**config.mk**
```make
export PLATFORM = sky130hd
export DESIGN_NAME = multi_freq_serial_out
export DESIGN_NICKNAME = d
export VERILOG_FILES = /design/src/rtl/serial_out_pkg.sv /design/src/rtl/serial_bit_timer.sv /design/src/rtl/multi_freq_serial_out.sv
export SDC_FILE = /design/constraint.sdc
export NUM_CORES = 1
export LEC_CHECK = 0
export CORE_AREA = 2 2 196 150
export CTS_CLUSTER_DIAMETER = 120
export DETAILED_ROUTE_END_ITERATION = 10
export DIE_AREA = 0 0 198 152
export SLEW_MARGIN = 20
export SYNTH_ARGS = -nofsm -noshare
export SYNTH_HDL_FRONTEND = slang
export SYNTH_SLANG_ARGS = --single-unit
```
**constraint.sdc**
```tcl
create_clock -name clk -period 11.15 [get_ports clk]
set_clock_uncertainty 0.2 [all_clocks]
set_input_delay 2.23 -clock clk [delete_from_list [all_inputs] [get_ports clk]]
set_output_delay 2.23 -clock clk [all_outputs]
set_load 0.05 [all_outputs]
```
**src/rtl/serial_out_pkg.sv**
```systemverilog
// Shared state encoding, mode constants and period lookup for the multi-rate serial output channel.
package serial_out_pkg;

    typedef enum logic {
        S_IDLE = 1'b0,
        S_RUN  = 1'b1
    } state_t;

    localparam logic [1:0] MODE_ONE_SHOT = 2'd0;
    localparam logic [1:0] MODE_REPEAT   = 2'd1;
    localparam logic [1:0] MODE_REPEAT_N = 2'd2;

    // Widest select / entry that period_of() can handle; instances must stay within these.
    localparam int SEL_W_MAX = 4;
    localparam int CNT_W_MAX = 16;
    localparam int TBL_W_MAX = (2**SEL_W_MAX) * CNT_W_MAX;

    function automatic logic [CNT_W_MAX-1:0] period_of(
        input logic [TBL_W_MAX-1:0] tbl,
        input logic [SEL_W_MAX-1:0] sel,
        input int unsigned          cnt_w
    );
        logic [CNT_W_MAX-1:0] mask;
        logic [CNT_W_MAX-1:0] entry;
        mask  = ~({CNT_W_MAX{1'b1}} << cnt_w);
        entry = CNT_W_MAX'(tbl >> (32'(sel) * cnt_w)) & mask;
        return (entry == '0) ? CNT_W_MAX'(1) : entry;
    endfunction

endpackage

```
**src/rtl/serial_bit_timer.sv**
```systemverilog
// Bit-period timer: counts 0..period-1 after each load and flags the last clk of the bit.
module serial_bit_timer #(
    parameter int CNT_W = 8
) (
    input  logic             clk,
    input  logic             rst,
    input  logic             clear,
    input  logic             load,
    input  logic [CNT_W-1:0] period,
    output logic             last,
    output logic             last_next
);

    logic [CNT_W-1:0] count;
    logic [CNT_W-1:0] period_q;
    logic [CNT_W-1:0] count_inc;
    logic             running;

    assign count_inc = count + CNT_W'(1);

    // NOTE: every signal assigned in always_comb gets a default first, so no path can infer a latch.
    always_comb begin
        last_next = 1'b0;
        if (clear) begin
            last_next = 1'b0;
        end else if (load) begin
            last_next = (period == CNT_W'(1));
        end else if (running) begin
            last_next = (count_inc == period_q - CNT_W'(1));
        end
    end

    // NOTE: state is updated with non-blocking assignments so every flop samples pre-edge values.
    always_ff @(posedge clk or posedge rst) begin
        if (rst) begin
            count    <= '0;
            period_q <= '0;
            running  <= 1'b0;
            last     <= 1'b0;
        end else begin
            last <= last_next;
            if (clear) begin
                count    <= '0;
                period_q <= '0;
                running  <= 1'b0;
            end else if (load) begin
                count    <= '0;
                period_q <= period;
                running  <= 1'b1;
            end else if (running) begin
                count <= count_inc;
            end
        end
    end

endmodule

```
**src/rtl/multi_freq_serial_out.sv**
```systemverilog
// Multi-rate serial pattern output: LSB-first, per-bit period from a runtime table; one-shot/repeat/repeat-N.
// Define SERIAL_OUT_SHADOW_EN to source every capture from i_load-updated shadow registers.
module multi_freq_serial_out
    import serial_out_pkg::*;
#(
    parameter int DATA_BIT   = 32,
    parameter int FREQ_SEL_W = 2,
    parameter int CNT_W      = 8,
    parameter int REP_W      = 8
) (
    input  logic                              clk,
    input  logic                              rst,
    input  logic                              i_start,
    input  logic                              i_stop,
    input  logic [1:0]                        i_mode,
    input  logic [REP_W-1:0]                  i_repeat_num,
    input  logic [DATA_BIT-1:0]               i_output_pattern,
    input  logic [DATA_BIT*FREQ_SEL_W-1:0]    i_freq_pattern,
    input  logic [(2**FREQ_SEL_W)*CNT_W-1:0]  i_period_table,
    input  logic                              i_load,
    output logic                              o_serial_out,
    output logic                              o_bit_tick,
    output logic                              o_done_tick,
    output logic                              o_busy,
    output logic [5:0]                        o_bit_idx
);

    localparam int IDX_W = (DATA_BIT > 1) ? $clog2(DATA_BIT) : 1;
    localparam int FRQ_W = DATA_BIT * FREQ_SEL_W;
    localparam int TBL_W = (2**FREQ_SEL_W) * CNT_W;
    localparam logic [IDX_W-1:0] LAST_IDX = IDX_W'(DATA_BIT - 1);

    state_t              state;
    logic [DATA_BIT-1:0] data_buf;
    logic [FRQ_W-1:0]    freq_buf;
    logic [TBL_W-1:0]    tbl_buf;
    logic [IDX_W-1:0]    bit_idx;
    logic [REP_W-1:0]    passes_left;

    logic [DATA_BIT-1:0] src_pattern;
    logic [FRQ_W-1:0]    src_freq;
    logic [TBL_W-1:0]    src_tbl;

`ifdef SERIAL_OUT_SHADOW_EN
    logic [DATA_BIT-1:0] shadow_pattern;
    logic [FRQ_W-1:0]    shadow_freq;
    logic [TBL_W-1:0]    shadow_tbl;

    always_ff @(posedge clk or posedge rst) begin
        if (rst) begin
            shadow_pattern <= '0;
            shadow_freq    <= '0;
            shadow_tbl     <= '0;
        end else if (i_load) begin
            shadow_pattern <= i_output_pattern;
            shadow_freq    <= i_freq_pattern;
            shadow_tbl     <= i_period_table;
        end
    end

    // Write-through: a load on a capture edge is seen by that capture.
    assign src_pattern = i_load ? i_output_pattern : shadow_pattern;
    assign src_freq    = i_load ? i_freq_pattern   : shadow_freq;
    assign src_tbl     = i_load ? i_period_table   : shadow_tbl;
`else
    logic unused_load;
    assign unused_load = i_load;
    assign src_pattern = i_output_pattern;
    assign src_freq    = i_freq_pattern;
    assign src_tbl     = i_period_table;
`endif

    logic                  bit_last;
    logic                  last_next;
    logic                  at_last_bit;
    logic                  pass_end;
    logic                  restart;
    logic                  start_ok;
    logic                  capture;
    logic                  advance;
    logic                  finish;
    logic                  timer_clear;
    logic                  timer_load;
    logic [IDX_W-1:0]      idx_inc;
    logic [IDX_W-1:0]      idx_next;
    logic [FREQ_SEL_W-1:0] sel_next;
    logic [CNT_W-1:0]      period_next;

    assign idx_inc = bit_idx + IDX_W'(1);

    always_comb begin
        at_last_bit = (bit_idx == LAST_IDX);
        pass_end    = (state == S_RUN) && bit_last && at_last_bit;
        restart     = pass_end && ((i_mode == MODE_REPEAT) ||
                                   ((i_mode == MODE_REPEAT_N) && (passes_left > REP_W'(1))));
        start_ok    = (state == S_IDLE) && i_start;
        capture     = !i_stop && (start_ok || restart);
        advance     = !i_stop && (state == S_RUN) && bit_last && !at_last_bit;
        finish      = pass_end && !restart;
        timer_clear = i_stop || finish;
        timer_load  = capture || advance;

        sel_next = capture ? src_freq[FREQ_SEL_W-1:0]
                           : FREQ_SEL_W'(freq_buf >> (32'(idx_inc) * FREQ_SEL_W));
        period_next = CNT_W'(period_of(TBL_W_MAX'(capture ? src_tbl : tbl_buf),
                                       SEL_W_MAX'(sel_next), CNT_W));

        idx_next = bit_idx;
        if (i_stop || finish || capture) begin
            idx_next = '0;
        end else if (advance) begin
            idx_next = idx_inc;
        end
    end

    serial_bit_timer #(.CNT_W(CNT_W)) u_timer (
        .clk       (clk),
        .rst       (rst),
        .clear     (timer_clear),
        .load      (timer_load),
        .period    (period_next),
        .last      (bit_last),
        .last_next (last_next)
    );

    // NOTE: the capture buffers sit in the reset branch as well, so a reset leaves no stale pattern behind.
    always_ff @(posedge clk or posedge rst) begin
        if (rst) begin
            state        <= S_IDLE;
            data_buf     <= '0;
            freq_buf     <= '0;
            tbl_buf      <= '0;
            bit_idx      <= '0;
            passes_left  <= '0;
            o_serial_out <= 1'b0;
            o_done_tick  <= 1'b0;
        end else begin
            bit_idx     <= idx_next;
            o_done_tick <= last_next && (idx_next == LAST_IDX);
            if (i_stop) begin
                state        <= S_IDLE;
                o_serial_out <= 1'b0;
            end else if (capture) begin
                state        <= S_RUN;
                data_buf     <= src_pattern;
                freq_buf     <= src_freq;
                tbl_buf      <= src_tbl;
                o_serial_out <= src_pattern[0];
                if (start_ok) begin
                    passes_left <= i_repeat_num;
                end else if (i_mode == MODE_REPEAT_N) begin
                    passes_left <= passes_left - REP_W'(1);
                end
            end else if (advance) begin
                o_serial_out <= data_buf[idx_inc];
            end else if (finish) begin
                state        <= S_IDLE;
                o_serial_out <= 1'b0;
            end
        end
    end

    assign o_bit_tick = bit_last;
    assign o_busy     = (state == S_RUN);
    assign o_bit_idx  = 6'(bit_idx);

endmodule

```
==> impl_metrics.toml <==
[global_routing]
grt_pass1_wl_um = 37300
grt_pass1_vias = 6852
antenna_found_initial = 2
grt_use_total_pct = 15.8
gr-total-overflow = 0
grt_max_degree = 98

[detailed_routing]
drc = 0
avgRoutedWirePerCell_um = 15.4
via_count = 6711
ant_nets = 0
first_pass_iters = 4
drtIter0Drc = 388
wirelength_um = 22600
routed_via_density = 4.59

[placement]
io_buffers = 150
gp_congestion = 0.856
hpwl_um = 15700
place_ws_ps = 4370
dp.cells = 1428

[clocking]
h-tree-depth = 4
cts_tree = "yes"
cts_sinks = 162
clock_latency_ps = 430
postCtsHoldBufs = 0
clk_path_buf_depth = 2
post_cts_resized = 0
clkSlewWorstSetupHoldPaths_ps = 70
post-cts-setup-buffers = 0
cts_buffers = 17
root_buffer = "clkbuf_16"

[logic_synthesis]
syn_inst = 929
yosysUniqueCellTypes = 67
avgSynthCellArea_um2 = 8.93
synth_top_area_share_pct = 48.9
synth_edf_count = 0
synthFlopType = "dfrtp_1"
yosys_warnings = 0
syn_nets = 1078
synth.ff_latch_count = 162
synth_top_area_cell = "dfrtp_1"
async_flop_share_pct = 100
seq_area_frac_synth_pct = 48.9
syn_area_mm2 = 0.00830
synth.area.top_cells = "dfrtp_1 49%, nand2_1 18%, mux4_2 5.7%, mux2i_1 2.5%, xnor2_1 2.0%"

[worst_hold_path]
hold_path.class = "reg -> reg"
min_from = "tbl_buf[12]"
worstHoldPathCells = 2
holdPathEnd = "tbl_buf[12]"

[setup_path]
cp_data_arrival_time_ps = 6490
cp_max_fo = 85
critPathMaxStageDelay_ps = 760
r2r-start = "bit_idx[0]"
cp.required_ps = 11310
r2r_end = "u_timer.last"
start_kind = "input port"
critical-path-slowest-cell = "buf_4"
crit_path_end_kind = "register"
reg2reg_depth = 15
crit_type = "in -> reg"
reg2reg_setup_slack_ps = 5550
path_buf_inv = 2
crit_chain = "clkdlybuf4s50_1, nor3b_1, a31oi_1, nand2_4, buf_4, mux2_2, nand2b_1, mux2i_1, o32ai_1, or3_1, o31a_1, nor2b_1"
path_delay_family = "simple AND/OR/NAND/NOR gates"

[final_layout]
fin_nets = 1204
final_layout_size_suffix_gt1_share_pct = 7.96
area_growth_pct = 29.8
fin_cells = 1461
fillers = 2894

[timing]
hold_violations = 0
fin_crit_sh_pct = 56.8
layout_min_cycle_time_ps = 6330
worst_pin_slew_ps = 984
setup_tns_ps = 0
slew_viol_final = 0
rsz0062_at_grt = "false"
fin_ws_ps = 4820
hold_slack_ps = 258
maxSlewHeadroom_pct = 33.9
setup_viol = 0
max_freq_mhz = 158

[flow_run]
cap_violations = 0

[floorplanning]
dieArea_mm2 = 0.0301
die_w_um = 198
fp.dieH_um = 152
num_rows = 54
core_mm2 = 0.0284
start_util_pct = 29.2
ios = 153

[power]
p_per_area_mw_per_mm2 = 160
finalPower_w = 0.00172
ir_drop_v = 0.0000995
p_leak_nw = 4.91

[status]
outcome = "finished, final reports clean"
Yosys cell counts (all sizes together) (2+ instances only):
| cell type | count |
|---|---|
| a2111oi | 3 |
| a211oi | 3 |
| a21oi | 22 |
| a22o | 4 |
| a22oi | 5 |
| a31oi | 4 |
| and2 | 5 |
| and3 | 14 |
| buf | 13 |
| clkbuf | 38 |
| dfrtp | 162 |
| ha | 6 |
| inv | 11 |
| mux2 | 5 |
| mux2i | 21 |
| mux4 | 21 |
| nand2 | 404 |
| nand2b | 9 |
| nand3 | 12 |
| nand4 | 5 |
| nor2 | 37 |
| nor2b | 7 |
| nor3 | 11 |
| nor4 | 3 |
| o211ai | 3 |
| o21a | 2 |
| o21ai | 32 |
| o22a | 3 |
| o31ai | 4 |
| o32ai | 4 |
| or2 | 2 |
| or3 | 4 |
| xnor2 | 19 |
| xor2 | 14 |
per-layer routing:
metal,share of wire [%],global-route usage [%]
met5,0.058,0
met2,43,22.4
met4,0.87,3.80
met1,50,23.5
met3,6.3,4.55
logic make-up after synthesis:
kind of cell	share of synthesized area, %
other cells	0.0452
compound gates	8.16
flops	48.9
xor+xnor	3.66
buf+inv	3.29
mux	8.91
fa+ha+maj	0.905
simple gates	26.2
placed cells by master (no fill, tap or decap), drive strengths merged, types with 2 or more instances in the layout:
| cell | Yosys | layout |
|---|---|---|
| a211oi | 3 | 3 |
| clkdlybuf4s50 | 0 | 150 |
| nand2 | 404 | 404 |
| nand4 | 5 | 5 |
| nand2b | 9 | 9 |
| nand3 | 12 | 12 |
| nor2 | 37 | 37 |
| ha | 6 | 6 |
| mux2i | 21 | 21 |
| o22a | 3 | 3 |
| buf | 13 | 8 |
| o21a | 2 | 2 |
| nor3 | 11 | 11 |
| mux2 | 5 | 5 |
| o32ai | 4 | 4 |
| or3 | 4 | 4 |
| nor2b | 7 | 7 |
| bufinv | 0 | 4 |
| dfrtp | 162 | 162 |
| a2111oi | 3 | 3 |
| and3 | 14 | 14 |
| o21ai | 32 | 32 |
| a21oi | 22 | 22 |
| o31ai | 4 | 4 |
| inv | 11 | 13 |
| clkinvlp | 0 | 4 |
| clkbuf | 38 | 21 |
| and2 | 5 | 5 |
| xor2 | 14 | 14 |
| xnor2 | 19 | 19 |
| a22oi | 5 | 5 |
| a22o | 4 | 4 |
| nor4 | 3 | 3 |
| a31oi | 4 | 4 |
| mux4 | 21 | 21 |
| o211ai | 3 | 3 |
| or2 | 2 | 2 |
worst reg2reg max path: stages, from the launching register on:
cell and delay, ps:
dfrtp_2 340, buf_4 530, ha_1 420, and3_1 210, ha_1 240, and4b_1 320, o311ai_1 180, nand2_4 560
buf_4 770, mux2_2 460, nand2b_1 150, mux2i_1 150, o32ai_1 140, or3_1 420, o31a_1 360, nor2b_1 120
worst max path at each step:
stage,startpoint,slack [ps],depth (start not counted),end
2_1_floorplan,rst,4340,1,bit_idx[0]
3_3_place_gp,i_stop,4380,12,u_timer.last
3_5_place_dp,i_stop,4370,11,u_timer.last
4_1_cts,i_stop,4810,11,u_timer.last
5_1_grt,i_stop,4480,12,u_timer.last
6_report,i_stop,4820,12,u_timer.last
through the flow:
stage	cell area, um^2	util (%)
floorplan	8300	-
CTS	10800	37.9
global placement	10100	35.6
detailed placement	10100	35.6
global route	10800	37.9
finish	10800	37.9
state kept, by name, indices dropped and copies added (netlist names), 5 cells and up:
name and flops:
freq_buf 64, data_buf 32, tbl_buf 32, passes_left 8, u_timer.count 8, u_timer.period_q 8, bit_idx 5
power by group:
part | switching (W) | internal [W] | leakage (nW)
clock | 0.000254 | 0.000389 | 0.297
combinational | 0.000175 | 0.000165 | 2.57
sequential | 0.0000576 | 0.000683 | 2.04
area by class of cell:
cell class	instances	area, um^2	area share, %
Clock buffer	21	460	4.28
Sequential cell	162	4060	37.7
Inverter	11	46.3	0.430
Timing Repair Buffer	158	1560	14.5
Antenna cell	1	2.50	0.0232
Multi-Input combinational cell	705	3980	36.9
Clock inverter	11	176	1.64
Tap cell	392	490	4.55
Note: power is estimated with default switching activity, not from simulation.
